--- src/rtl/mem_arbiter_if.sv ---
// Signal bundle around mem_arbiter: Fetch port, Memory-stage port and the single memory port.
// slave is the arbiter's view; master is the view of the Fetch/Memory stages and the memory.
interface mem_arbiter_if;
    logic [31:0] i_address;
    logic        i_request;
    logic        i_flush;
    logic [31:0] i_data;
    logic        i_valid;

    logic [31:0] d_address;
    logic [31:0] storeData;
    logic [3:0]  byteEnable;
    logic        storeValid;
    logic        loadRequest;
    logic [31:0] loadData;
    logic        loadDataValid;
    logic        storeComplete;

    logic [31:0] m_address;
    logic [31:0] m_writeData;
    logic [3:0]  m_byteEnable;
    logic        m_write;
    logic        m_request;
    logic        m_ready;
    logic [31:0] m_readData;
    logic        m_responseValid;
    logic        busError;

    modport slave (
        input  i_address, i_request, i_flush,
               d_address, storeData, byteEnable, storeValid, loadRequest,
               m_ready, m_readData, m_responseValid,
        output i_data, i_valid, loadData, loadDataValid, storeComplete,
               m_address, m_writeData, m_byteEnable, m_write, m_request, busError
    );

    modport master (
        output i_address, i_request, i_flush,
               d_address, storeData, byteEnable, storeValid, loadRequest,
               m_ready, m_readData, m_responseValid,
        input  i_data, i_valid, loadData, loadDataValid, storeComplete,
               m_address, m_writeData, m_byteEnable, m_write, m_request, busError
    );
endinterface

--- src/rtl/mem_arbiter.sv ---
// Single-port memory arbiter between instruction fetch and the load/store side, one transaction in flight.
// Define ARBITER_ROUND_ROBIN_EN for alternating grants; otherwise the data side has fixed priority.
module mem_arbiter #(
    parameter int unsigned RESP_TIMEOUT = 255
) (
    input  logic         clock,
    input  logic         reset,
    mem_arbiter_if.slave bus
);
    localparam int unsigned    CW       = (RESP_TIMEOUT > 1) ? $clog2(RESP_TIMEOUT) : 1;
    localparam logic [CW-1:0]  CNT_LAST = CW'(RESP_TIMEOUT - 1);

    typedef enum logic [2:0] {IDLE, ISSUE_I, WAIT_I, ISSUE_D, WAIT_D} state_e;

    state_e        state_q, state_d;
    logic [31:0]   addr_q, addr_d, wdata_q, wdata_d;
    logic [3:0]    be_q, be_d;
    logic          store_q, store_d;
    logic          flushed_q, flushed_d;
    logic [CW-1:0] cnt_q, cnt_d;
    logic [31:0]   i_data_q, i_data_d, load_data_q, load_data_d;
    logic          i_valid_q, i_valid_d, load_valid_q, load_valid_d;
    logic          store_done_q, store_done_d, bus_error_q, bus_error_d;
    logic          m_request, m_write;
    logic          data_pend, fetch_pend, grant_data, grant_fetch, timeout;

    // A side whose completion pulse is showing has not yet had the chance to drop its request.
    assign data_pend  = (bus.storeValid || bus.loadRequest)
                        && !(load_valid_q || store_done_q || bus_error_q);
    assign fetch_pend = bus.i_request && !bus.i_flush && !(i_valid_q || bus_error_q);

`ifdef ARBITER_ROUND_ROBIN_EN
    logic last_data_q;

    assign grant_data = data_pend && !(fetch_pend && last_data_q);

    always_ff @(posedge clock or posedge reset) begin
        if (reset)
            last_data_q <= 1'b1;
        else if (state_q == IDLE && (data_pend || fetch_pend))
            last_data_q <= grant_data;
    end
`else
    assign grant_data = data_pend;
`endif

    assign grant_fetch = fetch_pend && !grant_data;
    assign timeout     = (cnt_q == CNT_LAST) && !bus.m_responseValid;

    // NOTE: sequential state uses non-blocking assignments so every register samples pre-edge values.
    always_ff @(posedge clock or posedge reset) begin
        if (reset) state_q <= IDLE;
        else       state_q <= state_d;
    end

    always_comb begin
        state_d = state_q;
        case (state_q)
            IDLE: begin
                if (grant_data)       state_d = ISSUE_D;
                else if (grant_fetch) state_d = ISSUE_I;
            end
            ISSUE_I: begin
                if (bus.i_flush)      state_d = IDLE;
                else if (bus.m_ready) state_d = WAIT_I;
            end
            ISSUE_D:          if (bus.m_ready) state_d = WAIT_D;
            WAIT_I, WAIT_D:   if (bus.m_responseValid || timeout) state_d = IDLE;
            default:          state_d = IDLE;
        endcase
    end

    // NOTE: every signal written here gets a default first, so no path can infer a latch.
    always_comb begin
        addr_d       = addr_q;
        wdata_d      = wdata_q;
        be_d         = be_q;
        store_d      = store_q;
        flushed_d    = flushed_q;
        cnt_d        = cnt_q;
        i_data_d     = i_data_q;
        load_data_d  = load_data_q;
        i_valid_d    = 1'b0;
        load_valid_d = 1'b0;
        store_done_d = 1'b0;
        bus_error_d  = 1'b0;
        m_request    = 1'b0;
        m_write      = 1'b0;
        case (state_q)
            IDLE: begin
                if (grant_data) begin
                    addr_d  = bus.d_address;
                    wdata_d = bus.storeData;
                    be_d    = bus.byteEnable;
                    store_d = bus.storeValid;
                end else if (grant_fetch) begin
                    addr_d  = bus.i_address;
                    wdata_d = '0;
                    be_d    = 4'hF;
                    store_d = 1'b0;
                end
            end
            ISSUE_I: begin
                m_request = !bus.i_flush;
                cnt_d     = '0;
                flushed_d = 1'b0;
            end
            ISSUE_D: begin
                m_request = 1'b1;
                m_write   = store_q;
                cnt_d     = '0;
            end
            WAIT_I: begin
                cnt_d     = cnt_q + CW'(1);
                flushed_d = flushed_q || bus.i_flush;
                if (bus.m_responseValid) begin
                    if (!(flushed_q || bus.i_flush)) begin
                        i_valid_d = 1'b1;
                        i_data_d  = bus.m_readData;
                    end
                end else if (timeout) begin
                    bus_error_d = 1'b1;
                end
            end
            WAIT_D: begin
                cnt_d = cnt_q + CW'(1);
                if (bus.m_responseValid) begin
                    if (store_q) begin
                        store_done_d = 1'b1;
                    end else begin
                        load_valid_d = 1'b1;
                        load_data_d  = bus.m_readData;
                    end
                end else if (timeout) begin
                    bus_error_d = 1'b1;
                end
            end
            default: ;
        endcase
    end

    always_ff @(posedge clock or posedge reset) begin
        if (reset) begin
            addr_q       <= '0;
            wdata_q      <= '0;
            be_q         <= '0;
            store_q      <= 1'b0;
            flushed_q    <= 1'b0;
            cnt_q        <= '0;
            i_data_q     <= '0;
            load_data_q  <= '0;
            i_valid_q    <= 1'b0;
            load_valid_q <= 1'b0;
            store_done_q <= 1'b0;
            bus_error_q  <= 1'b0;
        end else begin
            addr_q       <= addr_d;
            wdata_q      <= wdata_d;
            be_q         <= be_d;
            store_q      <= store_d;
            flushed_q    <= flushed_d;
            cnt_q        <= cnt_d;
            i_data_q     <= i_data_d;
            load_data_q  <= load_data_d;
            i_valid_q    <= i_valid_d;
            load_valid_q <= load_valid_d;
            store_done_q <= store_done_d;
            bus_error_q  <= bus_error_d;
        end
    end

    assign bus.m_request     = m_request;
    assign bus.m_write       = m_write;
    assign bus.m_address     = addr_q;
    assign bus.m_writeData   = wdata_q;
    assign bus.m_byteEnable  = be_q;
    assign bus.i_data        = i_data_q;
    assign bus.i_valid       = i_valid_q;
    assign bus.loadData      = load_data_q;
    assign bus.loadDataValid = load_valid_q;
    assign bus.storeComplete = store_done_q;
    assign bus.busError      = bus_error_q;
endmodule

--- src/flat_wrapper.sv ---
// flat-port wrapper written by rule: the top's interface ports become plain ports
module mem_arbiter_flat 
#(
    parameter int unsigned RESP_TIMEOUT = 255
)
  (clock, reset, bus_i_address, bus_i_request, bus_i_flush, bus_d_address, bus_storeData, bus_byteEnable, bus_storeValid, bus_loadRequest, bus_m_ready, bus_m_readData, bus_m_responseValid, bus_i_data, bus_i_valid, bus_loadData, bus_loadDataValid, bus_storeComplete, bus_m_address, bus_m_writeData, bus_m_byteEnable, bus_m_write, bus_m_request, bus_busError);
  mem_arbiter_if bus_i ();
  input  logic clock;
  input  logic reset;
  input wire logic [$bits(bus_i.i_address)-1:0] bus_i_address;
  input wire logic [$bits(bus_i.i_request)-1:0] bus_i_request;
  input wire logic [$bits(bus_i.i_flush)-1:0] bus_i_flush;
  input wire logic [$bits(bus_i.d_address)-1:0] bus_d_address;
  input wire logic [$bits(bus_i.storeData)-1:0] bus_storeData;
  input wire logic [$bits(bus_i.byteEnable)-1:0] bus_byteEnable;
  input wire logic [$bits(bus_i.storeValid)-1:0] bus_storeValid;
  input wire logic [$bits(bus_i.loadRequest)-1:0] bus_loadRequest;
  input wire logic [$bits(bus_i.m_ready)-1:0] bus_m_ready;
  input wire logic [$bits(bus_i.m_readData)-1:0] bus_m_readData;
  input wire logic [$bits(bus_i.m_responseValid)-1:0] bus_m_responseValid;
  output wire logic [$bits(bus_i.i_data)-1:0] bus_i_data;
  output wire logic [$bits(bus_i.i_valid)-1:0] bus_i_valid;
  output wire logic [$bits(bus_i.loadData)-1:0] bus_loadData;
  output wire logic [$bits(bus_i.loadDataValid)-1:0] bus_loadDataValid;
  output wire logic [$bits(bus_i.storeComplete)-1:0] bus_storeComplete;
  output wire logic [$bits(bus_i.m_address)-1:0] bus_m_address;
  output wire logic [$bits(bus_i.m_writeData)-1:0] bus_m_writeData;
  output wire logic [$bits(bus_i.m_byteEnable)-1:0] bus_m_byteEnable;
  output wire logic [$bits(bus_i.m_write)-1:0] bus_m_write;
  output wire logic [$bits(bus_i.m_request)-1:0] bus_m_request;
  output wire logic [$bits(bus_i.busError)-1:0] bus_busError;
  assign bus_i.i_address = bus_i_address;
  assign bus_i.i_request = bus_i_request;
  assign bus_i.i_flush = bus_i_flush;
  assign bus_i.d_address = bus_d_address;
  assign bus_i.storeData = bus_storeData;
  assign bus_i.byteEnable = bus_byteEnable;
  assign bus_i.storeValid = bus_storeValid;
  assign bus_i.loadRequest = bus_loadRequest;
  assign bus_i.m_ready = bus_m_ready;
  assign bus_i.m_readData = bus_m_readData;
  assign bus_i.m_responseValid = bus_m_responseValid;
  assign bus_i_data = bus_i.i_data;
  assign bus_i_valid = bus_i.i_valid;
  assign bus_loadData = bus_i.loadData;
  assign bus_loadDataValid = bus_i.loadDataValid;
  assign bus_storeComplete = bus_i.storeComplete;
  assign bus_m_address = bus_i.m_address;
  assign bus_m_writeData = bus_i.m_writeData;
  assign bus_m_byteEnable = bus_i.m_byteEnable;
  assign bus_m_write = bus_i.m_write;
  assign bus_m_request = bus_i.m_request;
  assign bus_busError = bus_i.busError;
  mem_arbiter #(.RESP_TIMEOUT(RESP_TIMEOUT)) u_core (.clock(clock), .reset(reset), .bus(bus_i));
endmodule
--- config.mk ---
export PLATFORM = sky130hd
export DESIGN_NAME = mem_arbiter_flat
export DESIGN_NICKNAME = d
export VERILOG_FILES = /design/src/rtl/mem_arbiter_if.sv /design/src/rtl/mem_arbiter.sv /design/src/flat_wrapper.sv
export SDC_FILE = /design/constraint.sdc
export NUM_CORES = 1
export LEC_CHECK = 0
export CORE_MARGIN = 2
export CORE_UTILIZATION = 35
export CTS_BUF_LIST = sky130_fd_sc_hd__clkbuf_16
export DETAILED_ROUTE_END_ITERATION = 8
export MAX_ROUTING_LAYER = met4
export PLACE_DENSITY = 0.77
export SKIP_CTS_REPAIR_TIMING = 1
export SLEW_MARGIN = 0
export SYNTH_ARGS = -nofsm -noshare
export SYNTH_HDL_FRONTEND = slang
export SYNTH_SLANG_ARGS = --single-unit
export TNS_END_PERCENT = 30
--- constraint.sdc ---
create_clock -name clock -period 10.37 [get_ports clock]
set_clock_uncertainty 0.2 [all_clocks]
set_input_delay 1.5555 -clock clock [delete_from_list [all_inputs] [get_ports clock]]
set_output_delay 1.5555 -clock clock [all_outputs]
set_load 0.03 [all_outputs]
# == Word level (Yosys, flattened, before mapping) ==
# Index checks and enable logic that the tools add are counted.
# classes
add_sub_neg,1
eq_ne,9
n_mux,31
bitwise_logic,2
n_reduce_logical,26
# op_table
operator,count
2-to-1 mux 32 bit,4
2-to-1 mux 3 bit,6
one-hot mux 8 bit (2 select lines),1
2-to-1 mux 1 bit,15
one-hot mux 3 bit (4 select lines),1
"adder 8 x 1 -> 8 bit, second input constant",1
"== test 8 bit, second input constant",1
2-to-1 mux 4 bit,2
"== test 3 x 2 -> 1 bit, second input constant",2
logical OR 1 bit,6
AND reduction 3 bit,2
nonzero test 2 bit,3
logical AND 1 bit,5
zero test 1 bit,5
one-hot mux 1 bit (2 select lines),2
AND reduction 4 bit,1
OR reduction 2 bit,2
"== test 3 x 1 -> 1 bit, second input constant",1
"== test 3 bit, second input constant",1
zero test 3 bit,1
"inequality test 3 x 1 -> 1 bit, second input constant",1
"inequality test 3 bit, second input constant",1
"inequality test 2 x 1 -> 1 bit, second input constant",1
"inequality test 2 bit, second input constant",1
2 further kinds,3
# totals
register_bits,149
out_inout_bits,138
wordCells,82

# == Longest topological paths before layout ==
# logic_depth
depth_word,9
depth_mapped,6
mapped_depth_nobuf,5

# == Worst setup path before layout ==
# Ideal clock, no wire load.
# synth_timing
path_kind,input -> output
startpoint,input bus_i_flush
endpoint,output bus_m_request
arrival_time_ps,1927
slack_ps,6687
path_stages,3
cell_sequence,inv_1 -> o21ai_0 -> inv_1
# synth_via
elab_chain_len,2
# synth_lines
element,line_no,rtl
start: declaration,flat_wrapper.sv:12,input wire logic [$bits(bus_i.i_flush)-1:0] bus_i_flush;
zero test 1 bit,mem_arbiter.sv:104,m_request = !bus.i_flush;
one-hot mux 1 bit (2 select lines),mem_arbiter.sv:89,case (state_q)
end: declaration,flat_wrapper.sv:30,output wire logic [$bits(bus_i.m_request)-1:0] bus_m_request;
# No other way between the ends.

# == Worst setup path after layout ==
# Ends and elaborated chain as after synthesis.

==> summary.md <==
| Metric | Value |
|---|---|
| Drt drc | 0 |
| GP Congestion | 0.810 |
| Share of the synthesized area in the top cell type | just under 60% |
| Reg clk slew, reported paths | 0.07 ns |
| Vias in the first global route | 5002 |
| CP arrival | ~3.1 ns |
| DR pass1 iterations | 4 |
| Leakage | between 4 and 5 nW |
| Post-layout net count | 833 |
| Main area contributors after synthesis | dfrtp_1 (59%), mux2_2 (18%), mux2_4 (6.2%) |
| DR vias/cell | around 4.8 |
| WL/cell | around 18 um |
| DRT iter0 DRCs | 154 |
| Critical Path Sink Type | output port |
| Max FO, Critical Path | 4 |
| Post-synthesis cell count | between 400 and 500 |
| Max-cap violation count | 0 |
| Total Routed Length | 16500 um |
| CTS tree | yes |
| First-pass GRT wire length | 26500 um |
| Pwr dens | 350 nW/um^2 |
| Area Overhead vs Synth | 56.2% |
| Post-synth top area cell | dfrtp_1 |
| Global Route Usage Sum | between 10% and 20% |
| Worst EP required | between 8 and 9 ns |
| Ports | 278 |
| Reg area | between 3000 and 4000 um^2 |
| Hold WC Path Type | reg2reg |
| Input/output buffers | roughly 280 |
| Num CTS Buffers | 17 |
| Synth warnings | 0 |
| Worst Path Buf+Inv | 4 |
| Post-synthesis cell type count | between 40 and 50 |
| FILL cells | 1475 |
| Die span in x | 138 um |
| CP cell instances | clkdlybuf4s50_1 > inv_1 > o21ai_0 > inv_1 > clkdlybuf4s50_1 |
| Top delay family on crit path | buffers and inverters |
| Total power | 3.43 mW |
| Top-count cell post-synth | dfrtp_1 |
| Setup WS post-layout | 5.50 ns |
| Share of cells above drive strength 1 | 24.4% |
| Status | complete, no violations |
| Die height | 138 um |
| Fmax | just over 200 MHz |
| Design area | roughly 9800 um^2 |
| Clock Tree Buf Depth | 2 |
| RSZ-0062 raised after global routing | false |
| Post-route ant nets | 0 |
| Final core occ | between 50% and 60% |
| Dpl cell area | 9210 um^2 |
| TNS Setup | 0 ns |
| Top FF cell, synth | dfrtp_1 |
| Syn Nets | 558 |
| Setup violators final | 0 |
| Post-synthesis register bit count | between 100 and 150 |
| Worst setup path class | in2out |
| Crit path max-delay cell type | clkdlybuf4s50_1 |
| Total grt overflow | 0 |
| Multi-input gate area | 2360 um^2 |
| Fin crit share | 47.0% |
| CTS sink cnt | roughly 150 |
| Largest net degree at the start of global routing | between 80 and 90 |
| Startpoint types | input port |
| Vias | 4521 |
| CORE AREA | 17800 um^2 |
| Site Rows | 49 |
| Clock Latency Late Sink | 0.41 ns |
| Fin. max-slew vios | 0 |
| Final Hold Fails | 0 |
| CP max stage delay | 0.61 ns |
| Worst slack, placed | approximately 5.5 ns |
| Die area | 19000 um^2 |
| Sequential area share after synthesis | between 50% and 60% |
| Dpl hpwl | 11800 um |
| Async set or reset register ratio after synthesis | 100% |
| Worst-margin pin slew | 1.27 ns |
| Peak supply drop | 0.187 mV |
| Htree depth | 4 |
| Number of enable flip-flop cells after synthesis | 0 |
| Post-synthesis average cell area | 15.1 um^2 |
| Antenna violations before repair | 0 |
| Period minus WS final | between 4 and 5 ns |
| Root buf cell | clkbuf_16 |
| Netlist Area Pre-Place | 6290 um^2 |
| Ant diodes | 0 |
| Commonest cells post-synth | dfrtp_1 (149), mux2_2 (98), a22o_1 (33) |
| Slew HR | 15.6% |
| Initial core utilization | 35.4% |
[path summary, 6_finish.rpt]
| kind | start | endpoint | depth (start not counted) | slack, ns |
|---|---|---|---|---|
| max | bus_i_flush | bus_m_request | 5 | 5.50 |
| min | u_core.bus.loadData[11]$_DFFE_PP0P_ | u_core.bus.loadData[11]$_DFFE_PP0P_ | 1 | 0.29 |
| max reg2reg | u_core.bus.busError$_DFF_PP0_ | u_core.bus.m_address[28]$_DFFE_PP0P_ | 3 | 7.79 |
| min reg2reg | u_core.bus.loadData[11]$_DFFE_PP0P_ | u_core.bus.loadData[11]$_DFFE_PP0P_ | 1 | 0.29 |
| max in group asynchronous | reset | u_core.bus.m_address[17]$_DFFE_PP0P_ | 3 | 7.18 |
| min in group asynchronous | reset | u_core.bus.loadDataValid$_DFF_PP0_ | 2 | 1.47 |
[state kept, by name (all words and copies together), names as in the netlist]
name,flops
u_core.bus.m_address,32
u_core.bus.busError,1
u_core.bus.loadDataValid,1
u_core.cnt_q,8
u_core.bus.loadData,32
u_core.bus.storeComplete,1
u_core.bus.i_valid,1
u_core.bus.m_byteEnable,4
u_core.bus.i_data,32
u_core.state_q,3
u_core.flushed_q,1
u_core.bus.m_writeData,32
u_core.store_q,1
[cell families after synthesis]
family | after synthesis | synth area share [%]
flops | 149 | 59.3
mux | 133 | 25.3
compound gates | 55 | 7.01
simple gates | 42 | 4.36
buf+inv | 32 | 3.18
xor+xnor | 3 | 0.418
fa+ha+maj | 2 | 0.398
[layer usage]
metal / global-route usage (%) / part of all wire (%) / up-vias
met5: - / 0 / -
met4: 5.64 / 0.84 / 0
met3: 6.41 / 8.2 / 9
met2: 29.6 / 50 / 184
met1: 20.3 / 41 / 2262
li1: - / - / 2066
[through the flow]
stage | hold WS, ns | cells
final | 0.287 | 933
after global routing | 0.314 | 933
after CTS | 0.291 | 933
after detailed placement | 0.275 | 901
after global placement | 0.268 | 901
after floorplan | 0.263 | 416
[cell usage in the layout, fill, tap and decap left out, drive strengths merged, types with 5 or more instances in the layout]
cell type,Yosys,final
a22o,33,33
nand2,7,7
clkdlybuf4s50,0,277
mux2,130,130
nand3,9,9
clkbuf,2,17
o21ai,8,8
nor3,5,5
inv,7,16
dfrtp,149,149
[report_power, final]
part | leakage, nW | switching, mW | internal (mW)
clock network | 0.300 | 0.268 | 0.367
registers | 1.85 | 0.165 | 0.856
logic | 2.07 | 0.932 | 0.845
total | 4.22 | 1.36 | 2.07
[cell type report]
class	instances	share of cell area [%]
multi-input combinational	235	24.0
clock buffer	17	4.33
tap	229	2.92
sequential	149	38.0
clock inverter	15	1.90
timing repair buffer	281	28.5
inverter	7	0.319
Power figures use the tool's default switching activity.
